===== src/rtl/sde_cdc_pkg.sv =====
// Shared definitions for the config CDC bus: word layout, channel limits and the
// scheduler state encoding. The destination-side decoder imports the same package.
package sde_cdc_pkg;

    localparam int BUS_W      = 32;
    localparam int PAYLOAD_W  = 28;
    localparam int TAG_W      = 3;
    localparam int TOGGLE_BIT = 31;
    localparam int TAG_LSB    = 28;
    localparam int MAX_CH     = 8;

    typedef enum logic {
        IDLE,
        HOLD
    } state_t;

    function automatic logic [BUS_W-1:0] pack_word(
        input logic                 toggle,
        input logic [TAG_W-1:0]     tag,
        input logic [PAYLOAD_W-1:0] payload
    );
        return {toggle, tag, payload};
    endfunction

endpackage


===== src/rtl/rr_arbiter_8.sv =====
// Combinational round-robin pick over up to 8 requesters, searching upward from
// last+1 and wrapping. Unused (zero) request bits never win.
module rr_arbiter_8
    import sde_cdc_pkg::*;
(
    input  logic [MAX_CH-1:0] req,
    input  logic [TAG_W-1:0]  last,
    output logic              valid,
    output logic [TAG_W-1:0]  ch
);

    always_comb begin
        logic [TAG_W-1:0] idx;
        // NOTE: every variable gets a default before any branch so no latch is inferred.
        valid = 1'b0;
        ch    = '0;
        idx   = '0;
        // The 3-bit index wraps naturally; i == MAX_CH lands back on last itself.
        for (int i = 1; i <= MAX_CH; i++) begin
            idx = last + TAG_W'(i);
            if (!valid && req[idx]) begin
                valid = 1'b1;
                ch    = idx;
            end
        end
    end

endmodule


===== src/rtl/sde_cfg_cdc_sched.sv =====
// Source-side scheduler sharing one 32-bit CDC bus among NCH config requesters:
// round-robin grant, tagged+toggled word, held HOLD cycles, then a one-cycle ACK.
module sde_cfg_cdc_sched #(
    parameter int NCH  = 4,
    parameter int HOLD = 8
) (
    input  logic                                   CLK,
    input  logic                                   RSTN,
    input  logic [NCH-1:0]                         REQ,
    input  logic [NCH*sde_cdc_pkg::PAYLOAD_W-1:0]  DATA,
    output logic [NCH-1:0]                         ACK,
    output logic [sde_cdc_pkg::BUS_W-1:0]          BUS_OUT,
    output logic                                   BUSY
);

    localparam int CNT_W     = $clog2(HOLD);
    localparam int TAG_W     = sde_cdc_pkg::TAG_W;
    localparam int PAYLOAD_W = sde_cdc_pkg::PAYLOAD_W;
    localparam int MAX_CH    = sde_cdc_pkg::MAX_CH;

    sde_cdc_pkg::state_t state, state_nx;
    logic [TAG_W-1:0]          last, last_nx;
    logic [CNT_W-1:0]          cnt, cnt_nx;
    logic [NCH-1:0]            ack_nx;
    logic [sde_cdc_pkg::BUS_W-1:0] bus_nx;
    logic                      busy_nx;

    logic [MAX_CH-1:0]         eligible;
    logic                      arb_valid;
    logic [TAG_W-1:0]          arb_ch;
    logic [PAYLOAD_W-1:0]      grant_payload;
    logic                      toggle;
    logic [TAG_W-1:0]          cur_tag;

    // Masking with the registered ACK keeps a channel that just completed out of
    // the next pick, so a requester dropping REQ on ACK is never served twice.
    assign eligible = MAX_CH'(REQ & ~ACK);
    assign toggle   = BUS_OUT[sde_cdc_pkg::TOGGLE_BIT];
    assign cur_tag  = BUS_OUT[sde_cdc_pkg::TAG_LSB +: TAG_W];

    rr_arbiter_8 u_arb (
        .req   (eligible),
        .last  (last),
        .valid (arb_valid),
        .ch    (arb_ch)
    );

    always_comb begin
        grant_payload = '0;
        for (int k = 0; k < NCH; k++) begin
            if (arb_ch == TAG_W'(k)) grant_payload = DATA[k*PAYLOAD_W +: PAYLOAD_W];
        end
    end

    always_comb begin
        state_nx = state;
        last_nx  = last;
        cnt_nx   = cnt;
        ack_nx   = '0;
        bus_nx   = BUS_OUT;
        busy_nx  = BUSY;
        unique case (state)
            sde_cdc_pkg::IDLE: begin
                if (arb_valid) begin
                    bus_nx   = sde_cdc_pkg::pack_word(~toggle, arb_ch, grant_payload);
                    last_nx  = arb_ch;
                    cnt_nx   = CNT_W'(HOLD - 1);
                    busy_nx  = 1'b1;
                    state_nx = sde_cdc_pkg::HOLD;
                end
            end
            sde_cdc_pkg::HOLD: begin
                if (cnt == '0) begin
                    for (int k = 0; k < NCH; k++) ack_nx[k] = (cur_tag == TAG_W'(k));
                    busy_nx  = 1'b0;
                    state_nx = sde_cdc_pkg::IDLE;
                end else begin
                    cnt_nx = cnt - 1'b1;
                end
            end
            default: state_nx = sde_cdc_pkg::IDLE;
        endcase
    end

    // NOTE: sequential state uses non-blocking assignments so all registers update together.
    always_ff @(posedge CLK or negedge RSTN) begin
        if (!RSTN) begin
            state   <= sde_cdc_pkg::IDLE;
            last    <= TAG_W'(NCH - 1);
            cnt     <= '0;
            ACK     <= '0;
            BUS_OUT <= '0;
            BUSY    <= 1'b0;
        end else begin
            state   <= state_nx;
            last    <= last_nx;
            cnt     <= cnt_nx;
            ACK     <= ack_nx;
            BUS_OUT <= bus_nx;
            BUSY    <= busy_nx;
        end
    end

endmodule


===== config.mk =====
export PLATFORM = sky130hd
export DESIGN_NAME = sde_cfg_cdc_sched
export DESIGN_NICKNAME = d
export VERILOG_FILES = /design/src/rtl/sde_cdc_pkg.sv /design/src/rtl/rr_arbiter_8.sv /design/src/rtl/sde_cfg_cdc_sched.sv
export SDC_FILE = /design/constraint.sdc
export NUM_CORES = 1
export LEC_CHECK = 0
export CAP_MARGIN = 20
export CORE_UTILIZATION = 46
export DETAILED_ROUTE_END_ITERATION = 8
export GPL_ROUTABILITY_DRIVEN = 0
export PLACE_DENSITY = 0.93
export REMOVE_ABC_BUFFERS = 1
export SLEW_MARGIN = 20
export SYNTH_ARGS = -nofsm -noshare
export SYNTH_HDL_FRONTEND = slang
export SYNTH_SLANG_ARGS = --single-unit

===== constraint.sdc =====
create_clock -name CLK -period 5.7 [get_ports CLK]
set_input_delay 0.57 -clock CLK [delete_from_list [all_inputs] [get_ports CLK]]
set_output_delay 0.57 -clock CLK [all_outputs]
set_load 0.02 [all_outputs]

==> reports/qor.txt, run 1 <==
STATUS
------------------------------------------------------------------------------------------------------
Outcome                                                                                   finished, final reports clean

TIMING
------------------------------------------------------------------------------------------------------
Number of endpoints failing setup at the final stage                                                 0
F_max                                                                                          240 MHz
Slew HR                                                                                          31.6%
Worst clock skew                                                                             0.0140 ns
Setup repair after global routing missed its margin                                                 no
Final Hold Vio Count                                                                                 0
Setup TNS                                                                                         0 ns
Minimum hold slack                                                                            0.420 ns
Final clock period utilization by the worst path                                                 73.0%
Transition time at the pin with the least slew margin                                          1.03 ns
Clock period minus worst slack                                                                 4.16 ns
Total count of max-transition violations in the final report                                         0

CELLS AND AREA
------------------------------------------------------------------------------------------------------
Diodes inserted                                                                                      0
Total number of nets in the final design                                                           630
Count of non-filler cells in the finished layout                                                   605
Fraction of layout instances using a drive strength above 1                                      12.0%
Area growth from synthesis to layout                                                             47.4%

RUN
------------------------------------------------------------------------------------------------------
Number of maximum-capacitance violations                                                             0

GLOBAL ROUTING
------------------------------------------------------------------------------------------------------
Number of antenna violations at the first check in global routing                                    0
GRT Overall Usage                                                                                28.1%
Wire length of the first global-routing pass                                                   16.9 mm
Layer with the highest usage                                                                      met2
Met3 usage                                                                                       6.41%
Met1 track demand over resource                                                                  34.6%
Largest net degree at the start of global routing                                                   57
Met2 Use GR                                                                                      48.5%
Overflow left after global routing                                                                   0
Via count of the first global-routing pass                                                        3426

CLOCK NETWORK
------------------------------------------------------------------------------------------------------
Post-CTS Hold Fix Bufs                                                                               0
Post-CTS Resized                                                                                     0
Buffers inserted during post-CTS setup optimization                                                  0
Master cell of the clock root buffer                                                      sky130_fd_sc_hd__clkbuf_8
TritonCTS clock tree                                                                               yes
Clock Path Buffers                                                                                   2
Clock sink count                                                                                    43
Number of CTS-inserted buffers                                                                       5
Clk Latency, worst-skew pair                                                                   0.29 ns
Clock transition at the register clock pins on the worst setup and hold paths after CTS        0.08 ns
Number of levels the H-tree was split into                                                           2

SETUP PATH
------------------------------------------------------------------------------------------------------
Class of the most critical setup path                                                       reg -> reg
Worst setup SP type                                                                               flop
Capturing element type of the critical path                                                       flop
Critical path fanouts, max                                                                          29
Data arrival time of the worst path                                                            4.39 ns
Number of cells on the worst reg-to-reg path                                                        10
Worst EP required                                                                              5.93 ns

POWER
------------------------------------------------------------------------------------------------------
Combinational Power Share                                                                        71.9%
Worst VDD drop                                                                                0.321 mV
Clock power share                                                                                 6.8%
Leakage power total                                                                         0.00206 uW
Sequential share of power                                                                        21.3%
Cell-internal power                                                                            1370 uW
Switching part of the total                                                                      49.3%
Power per cell area                                                                         542 nW/um2
Switching pwr                                                                                  1330 uW

SYNTH
------------------------------------------------------------------------------------------------------
Number of synthesis warnings                                                                         0
Post-synth cell types                                                                               65
Flip-flop and latch count after synthesis                                                           43
Proportion of synthesized chip area in sequential cells                                          31.9%
Count of flip-flops with a built-in enable after synthesis                                           0
Mapped Avg Cell Area                                                                          9.05 um2
Mapped Area                                                                                   3380 um2
Synth Instances                                                                                    374
Main flop type after synthesis                                                            sky130_fd_sc_hd__dfrtp_1
Proportion of register bits with asynchronous set or reset after synthesis                        100%

DETAILED ROUTING
------------------------------------------------------------------------------------------------------
Post-detailed-route via-to-cell ratio                                                             5.96
Detailed-routing iteration count for the pre-antenna-repair pass                                     5
Routed Wire Length                                                                             10.9 mm
Number of nets with antenna violations after routing                                                 0
Routed wirelength normalized by instance count                                                 18.0 um
Vias                                                                                              3603
Number of remaining DRC errors                                                                       0
Violation count after the first detailed-routing iteration                                         214

FLOORPLANNING
------------------------------------------------------------------------------------------------------
Vertical die dimension                                                                         87.8 um
Die W                                                                                          87.8 um
Number of I/O pins                                                                                 155
Row count                                                                                           30
Initial standard-cell utilization of the core                                                    48.7%
Die Area                                                                                      7700 um2
Floorplan core area                                                                           6940 um2

PLACEMENT
------------------------------------------------------------------------------------------------------
Detailed placement HPWL                                                                        8.05 mm
Total placed cells including tap cells                                                             597
IO Port Bufs                                                                                       154

HOLD PATH
------------------------------------------------------------------------------------------------------
Class of the tightest hold or removal check                                                in -> async

## cells in the mapped netlist, types with 2 or more instances
cell                       instances  area [um2]
sky130_fd_sc_hd__and3_1           27         169
sky130_fd_sc_hd__o211ai_1          3        22.5
sky130_fd_sc_hd__dfstp_2           2        52.6
sky130_fd_sc_hd__nor2_1           14        52.6
sky130_fd_sc_hd__a21oi_1          11        55.1
sky130_fd_sc_hd__a22oi_2          20         250
sky130_fd_sc_hd__nor3_1            7        35.0
sky130_fd_sc_hd__nand3_1          20         100
sky130_fd_sc_hd__a21boi_0         27         203
sky130_fd_sc_hd__nor3b_1           2        15.0
sky130_fd_sc_hd__buf_6             4        45.0
sky130_fd_sc_hd__o21ai_1          10        50.1
sky130_fd_sc_hd__clkbuf_1         21        78.8
sky130_fd_sc_hd__o22ai_1           2        12.5
sky130_fd_sc_hd__nand3_2          10         100
sky130_fd_sc_hd__or3_1             2        12.5
sky130_fd_sc_hd__o21ai_0          26         130
sky130_fd_sc_hd__a22oi_1           8        60.1
sky130_fd_sc_hd__mux2i_1           3        30.0
sky130_fd_sc_hd__nor4_1            2        12.5
sky130_fd_sc_hd__a221oi_1          2        17.5
sky130_fd_sc_hd__o221ai_1          2        17.5
sky130_fd_sc_hd__buf_4             3        22.5
sky130_fd_sc_hd__a31o_2            2        17.5
sky130_fd_sc_hd__nand2b_1          5        31.3
sky130_fd_sc_hd__inv_1             9        33.8
sky130_fd_sc_hd__nand2_1          37         139
sky130_fd_sc_hd__dfrtp_1          41        1030
sky130_fd_sc_hd__nor2b_1           2        12.5
sky130_fd_sc_hd__o21a_1            2        15.0
sky130_fd_sc_hd__a31oi_1           4        25.0
sky130_fd_sc_hd__ha_1              4        50.1
sky130_fd_sc_hd__mux4_2            5         113
sky130_fd_sc_hd__xnor2_1           3        26.3
sky130_fd_sc_hd__and2b_1           2        15.0
## path summary, 6_finish.rpt
kind                             start          end  slack (ns)
max                            last[0]   BUS_OUT[5]        1.54
min                               RSTN  BUS_OUT[17]        0.42
max reg2reg                    last[0]   BUS_OUT[5]        1.54
min reg2reg                BUS_OUT[31]  BUS_OUT[31]        0.47
max in group asynchronous         RSTN        state        4.67
min in group CLK           BUS_OUT[31]  BUS_OUT[31]        0.47
## per-stage QoR
step / worst slack (ns) / utilization [%] / power [uW] / cell area (um2)
detailed placement: 1.58 / 70.7 / 2500 / 4910
CTS: 1.60 / 71.8 / 2690 / 4990
global route: 1.23 / 71.8 / 2890 / 4990
global placement: 1.74 / 70.7 / 2420 / 4910
finish: 1.54 / 71.8 / 2700 / 4990
floorplan: 1.22 / - / 1850 / 3230
## cell type report
cell class                 count  area [um2]
clock buffer                   7        76.3
clock inverter                 1        5.00
timing repair buffer         157        1560
tap                           96         120
multi-input combinational    290        2100
sequential                    43        1080
fill                         517        1960
inverter                      11        46.3
## cells by family after synthesis
group	synth area share, %
AO/OA/AOI/OAI	30.4
XOR/XNOR	0.776
adder cells (fa/ha/maj)	1.48
buffers and inverters	5.99
flip-flops	31.9
multiplexers	4.99
AND/OR/NAND/NOR	24.5
## sequential cells by signal, summed over array words and instances (netlist names)
| signal | count |
|---|---|
| ACK | 4 |
| BUSY | 1 |
| last | 2 |
| cnt | 3 |
| state | 1 |
| BUS_OUT | 32 |
## power groups by stage
stage	sequential [uW]	clock (uW)	combinational [uW]
finish	575	184	1940
global route	592	205	2100
CTS	574	189	1920
detailed placement	574	0	1920
global placement	569	0	1850
floorplan	687	0	1160
## per-layer routing
layer | wire length [um] | up-vias
li1 | - | 1662
met4 | 316 | 0
met3 | 963 | 32
met1 | 4140 | 1694
met2 | 5460 | 215
met5 | 0 | -
## worst max-delay path, cell delays in order (launching register included)
cell and delay [ns]:
sky130_fd_sc_hd__dfstp_2 0.82, sky130_fd_sc_hd__inv_6 0.08, sky130_fd_sc_hd__ha_1 0.52, sky130_fd_sc_hd__mux4_2 0.42, sky130_fd_sc_hd__nor3_2 0.23, sky130_fd_sc_hd__a32oi_1 0.11
sky130_fd_sc_hd__o2111ai_2 0.29, sky130_fd_sc_hd__a21boi_4 0.34, sky130_fd_sc_hd__and2_1 0.85, sky130_fd_sc_hd__o21ai_0 0.28, sky130_fd_sc_hd__nand3_1 0.15
## cells in the final DEF, fill, tap and decap left out, types with 3 or more instances in the layout
cell                              Yosys  layout
sky130_fd_sc_hd__nand3_1             20      20
sky130_fd_sc_hd__a31oi_1              4       4
sky130_fd_sc_hd__dfrtp_1             41      41
sky130_fd_sc_hd__o211ai_1             3       3
sky130_fd_sc_hd__and3_1              27      27
sky130_fd_sc_hd__mux2i_1              3       3
sky130_fd_sc_hd__o21ai_0             26      26
sky130_fd_sc_hd__nand2b_1             5       5
sky130_fd_sc_hd__inv_1                9       9
sky130_fd_sc_hd__a21boi_0            27      27
sky130_fd_sc_hd__nand2_1             37      37
sky130_fd_sc_hd__nor3_1               7       7
sky130_fd_sc_hd__mux4_2               5       5
sky130_fd_sc_hd__a21oi_1             11      11
sky130_fd_sc_hd__ha_1                 4       4
sky130_fd_sc_hd__a22oi_2             20      20
sky130_fd_sc_hd__nor2_1              14      14
sky130_fd_sc_hd__clkbuf_8             0       5
sky130_fd_sc_hd__nand3_2             10      10
sky130_fd_sc_hd__a22oi_1              8       8
sky130_fd_sc_hd__clkdlybuf4s50_1      0     153
sky130_fd_sc_hd__xnor2_1              3       3
sky130_fd_sc_hd__buf_4                3       3
sky130_fd_sc_hd__o21ai_1             10      10
No activity file was read; power rests on OpenSTA's default activity.
==> run 2, diff against run 1 <==
--- a/config.mk
+++ b/config.mk
@@ -6,10 +6,10 @@
 export NUM_CORES = 1
 export LEC_CHECK = 0
 export CAP_MARGIN = 20
-export CORE_UTILIZATION = 46
+export CORE_UTILIZATION = 38
 export DETAILED_ROUTE_END_ITERATION = 8
 export GPL_ROUTABILITY_DRIVEN = 0
-export PLACE_DENSITY = 0.93
+export PLACE_DENSITY = 0.82
 export REMOVE_ABC_BUFFERS = 1
 export SLEW_MARGIN = 20
 export SYNTH_ARGS = -nofsm -noshare
==> constraint.sdc (replaced) <==
create_clock -name CLK -period 3.8 [get_ports CLK]
set_input_delay 0.38 -clock CLK [delete_from_list [all_inputs] [get_ports CLK]]
set_output_delay 0.38 -clock CLK [all_outputs]
set_load 0.02 [all_outputs]
==> reports/qor.txt, run 2 (synthesized netlist as in run 1, its figures left out) <==
STATUS
------------------------------------------------------------------------------------------------------
Outcome                                                                                   finished, final reports clean

CELLS AND AREA
------------------------------------------------------------------------------------------------------
Register containing the most flip-flops in the final layout                                    BUS_OUT
Fraction of layout instances using a drive strength above 1                                      13.9%   +1.9 points
Commonest non-fill, non-tap cells in the layout                                           sky130_fd_sc_hd__clkdlybuf4s50_1 (153), sky130_fd_sc_hd__dfrtp_1 (41), sky130_fd_sc_hd__nand2_1 (37)
Flip-flop count of the largest register after layout                                                32   unchanged
Fill cell count                                                                                    766   +48%
Total number of nets in the final design                                                           640   +1.6%
Largest regs                                                                              BUS_OUT x32, ACK x4, cnt x3
Count of non-filler cells in the finished layout                                                   627   +3.6%
Diodes inserted                                                                                      0   unchanged
Area growth from synthesis to layout                                                             52.3%
Commonest non-fill, non-tap cell in the layout                                            sky130_fd_sc_hd__clkdlybuf4s50_1

SETUP PATH
------------------------------------------------------------------------------------------------------
Capture point of the worst reg-to-reg path                                                 BUS_OUT[21]
Critical path depth                                                                                 10   unchanged
Critical path fanouts, max                                                                          25   -14%
Kind of cell adding the most delay to the critical path                                   compound AO/OA/AOI/OAI gates
Biggest cell delay along the critical path                                                     0.61 ns   -0.24 ns
Worst EP required                                                                              4.03 ns   -1.90 ns
Number of cells on the worst reg-to-reg path                                                        10   unchanged
Worst R2R Setup Slack                                                                          0.40 ns   -1.14 ns
Critical Path End                                                                          BUS_OUT[21]
Data arrival time of the worst path                                                            3.63 ns   -0.76 ns
Sequence of cells on the critical path                                                    clkinv_1 > ha_1 > mux4_2 > o211ai_1 > o221ai_1 > a31o_2 > a211oi_4 > buf_12 > a22oi_1 > nand3_1
Worst setup SP type                                                                               flop
Class of the most critical setup path                                                       reg -> reg
Capturing element type of the critical path                                                       flop
Launching point of the worst reg2reg path                                                      last[1]
Crit path buf inv count                                                                              2   +1
Slowest CP cell                                                                           sky130_fd_sc_hd__dfstp_2
Startpoint of the most critical setup path                                                     last[1]

CLOCK NETWORK
------------------------------------------------------------------------------------------------------
Number of levels the H-tree was split into                                                           2   unchanged
Post-CTS Resized                                                                                     0   unchanged
Number of CTS-inserted buffers                                                                       5   unchanged
Post-CTS Hold Fix Bufs                                                                               0   unchanged
TritonCTS clock tree                                                                               yes
Master cell of the clock root buffer                                                      sky130_fd_sc_hd__clkbuf_8
Clock transition at the register clock pins on the worst setup and hold paths after CTS        0.08 ns   about the same
Clock sink count                                                                                    43   unchanged
Clock Path Buffers                                                                                   2   unchanged
Clk Latency, worst-skew pair                                                                   0.29 ns   about the same
Buffers inserted during post-CTS setup optimization                                                  0   unchanged

GLOBAL ROUTING
------------------------------------------------------------------------------------------------------
GRT Overall Usage                                                                                22.1%   -6.0 points
Wire length of the first global-routing pass                                                   15.7 mm   -6.6%
Number of antenna violations at the first check in global routing                                    0   unchanged
Overflow left after global routing                                                                   0   unchanged
Via count of the first global-routing pass                                                        3342   -2.5%
Largest net degree at the start of global routing                                                   56   -1.8%

POWER
------------------------------------------------------------------------------------------------------
Leakage power total                                                                         0.00213 uW   +3.7%
Worst VDD drop                                                                                0.454 mV   +42%
Overall Power                                                                                  4220 uW   +56%
Power per cell area                                                                         819 nW/um2   +51%

FLOORPLANNING
------------------------------------------------------------------------------------------------------
Vertical die dimension                                                                         96.4 um   +9.8%
Die Area                                                                                      9290 um2   +21%
Floorplan core area                                                                           8680 um2   +25%
Row count                                                                                           34   +13%
Initial standard-cell utilization of the core                                                    39.0%   -9.7 points
Die W                                                                                          96.4 um   +9.8%
Number of I/O pins                                                                                 155   unchanged

PLACEMENT
------------------------------------------------------------------------------------------------------
Total placed cells including tap cells                                                             618   +3.5%
Setup Slack @ Placement                                                                       0.478 ns   -1.10 ns
Detailed placement HPWL                                                                        8.10 mm   +0.60%
IO Port Bufs                                                                                       154   unchanged

TIMING
------------------------------------------------------------------------------------------------------
Number of endpoints failing setup at the final stage                                                 0   unchanged
Transition time at the pin with the least slew margin                                         0.619 ns   -0.407 ns
Slew HR                                                                                          58.8%   +27 points
Total count of max-transition violations in the final report                                         0   unchanged
Final clock period utilization by the worst path                                                 89.5%   +16 points
Minimum hold slack                                                                           0.0874 ns   -0.333 ns
Clock period minus worst slack                                                                 3.40 ns   -0.762 ns
Final Hold Vio Count                                                                                 0   unchanged
Setup repair after global routing missed its margin                                                 no
Setup TNS                                                                                         0 ns   unchanged
Worst clock skew                                                                            0.00459 ns   -0.00945 ns
Final setup margin                                                                            0.398 ns   -1.14 ns
F_max                                                                                          294 MHz   +22%

HOLD PATH
------------------------------------------------------------------------------------------------------
Class of the tightest hold or removal check                                                in -> async

DETAILED ROUTING
------------------------------------------------------------------------------------------------------
Violation count after the first detailed-routing iteration                                         243   +14%
Vias                                                                                              3622   +0.53%
Routed Wire Length                                                                             10.7 mm   -1.5%
Number of remaining DRC errors                                                                       0   unchanged
Number of nets with antenna violations after routing                                                 0   unchanged
Detailed-routing iteration count for the pre-antenna-repair pass                                     5   unchanged
Routed wirelength normalized by instance count                                                 17.1 um   -5.0%
Post-detailed-route via-to-cell ratio                                                             5.78   -3.0%

RUN
------------------------------------------------------------------------------------------------------
Number of maximum-capacitance violations                                                             0   unchanged

[run 2: changes by cell type in the layout (fill, tap and decap cells not counted)]
cell	before	now
sky130_fd_sc_hd__clkbuf_8	5	7
sky130_fd_sc_hd__buf_4	3	9
sky130_fd_sc_hd__buf_12	0	3
sky130_fd_sc_hd__clkinv_2	1	0
sky130_fd_sc_hd__clkbuf_1	2	1
sky130_fd_sc_hd__buf_16	0	1
[run 2: worst min path at each step]
stage / from / endpoint / slack [ns] / depth (start not counted)
floorplan: RSTN / ACK[0] / 0.08 / 0
global placement: cnt[0] / cnt[0] / 0.47 / 1
detailed placement: BUS_OUT[31] / BUS_OUT[31] / 0.48 / 1
CTS: RSTN / BUS_OUT[14] / 0.27 / 1
global route: RSTN / BUS_OUT[23] / 0.13 / 1
finish: RSTN / BUS_OUT[14] / 0.09 / 1
[run 2: worst reg2reg max path: stages (launching register included)]
cell	delay, ns
sky130_fd_sc_hd__dfstp_2	0.61
sky130_fd_sc_hd__clkinv_1	0.10
sky130_fd_sc_hd__ha_1	0.51
sky130_fd_sc_hd__mux4_2	0.48
sky130_fd_sc_hd__o211ai_1	0.29
sky130_fd_sc_hd__o221ai_1	0.21
sky130_fd_sc_hd__a31o_2	0.30
sky130_fd_sc_hd__a211oi_4	0.34
sky130_fd_sc_hd__buf_12	0.26
sky130_fd_sc_hd__a22oi_1	0.14
sky130_fd_sc_hd__nand3_1	0.10
[run 2: power breakdown]
part | switching (uW) | leakage [uW] | internal, uW
Sequential | 144 | 0.000526 | 683
Clock | 152 | 0.0000515 | 166
Combinational | 1710 | 0.00155 | 1360
[run 2: routing by layer]
metal  vias to the layer above  share of wire [%]  track usage [%]
met1                      1716                 39             26.6
met5                         -                  0                0
met3                        28                8.3             5.40
met4                         0                2.4             8.70
met2                       190                 50             38.1
li1                       1688                  -                -
[run 2: layout make-up]
type	count	area (um2)	share of cell area, %
clock buffer	8	100	1.94
multi-input combinational	290	2100	40.8
timing repair buffer	167	1690	32.8
sequential	43	1080	20.9
tap	108	135	2.62
inverter	11	46.3	0.898
[run 2: metrics by stage]
stage | utilization [%] | cell area (um2)
after floorplan | - | 3230
after global placement | 57.9 | 5030
after detailed placement | 57.9 | 5030
after CTS | 59.1 | 5130
after global routing | 59.4 | 5150
final | 59.4 | 5150
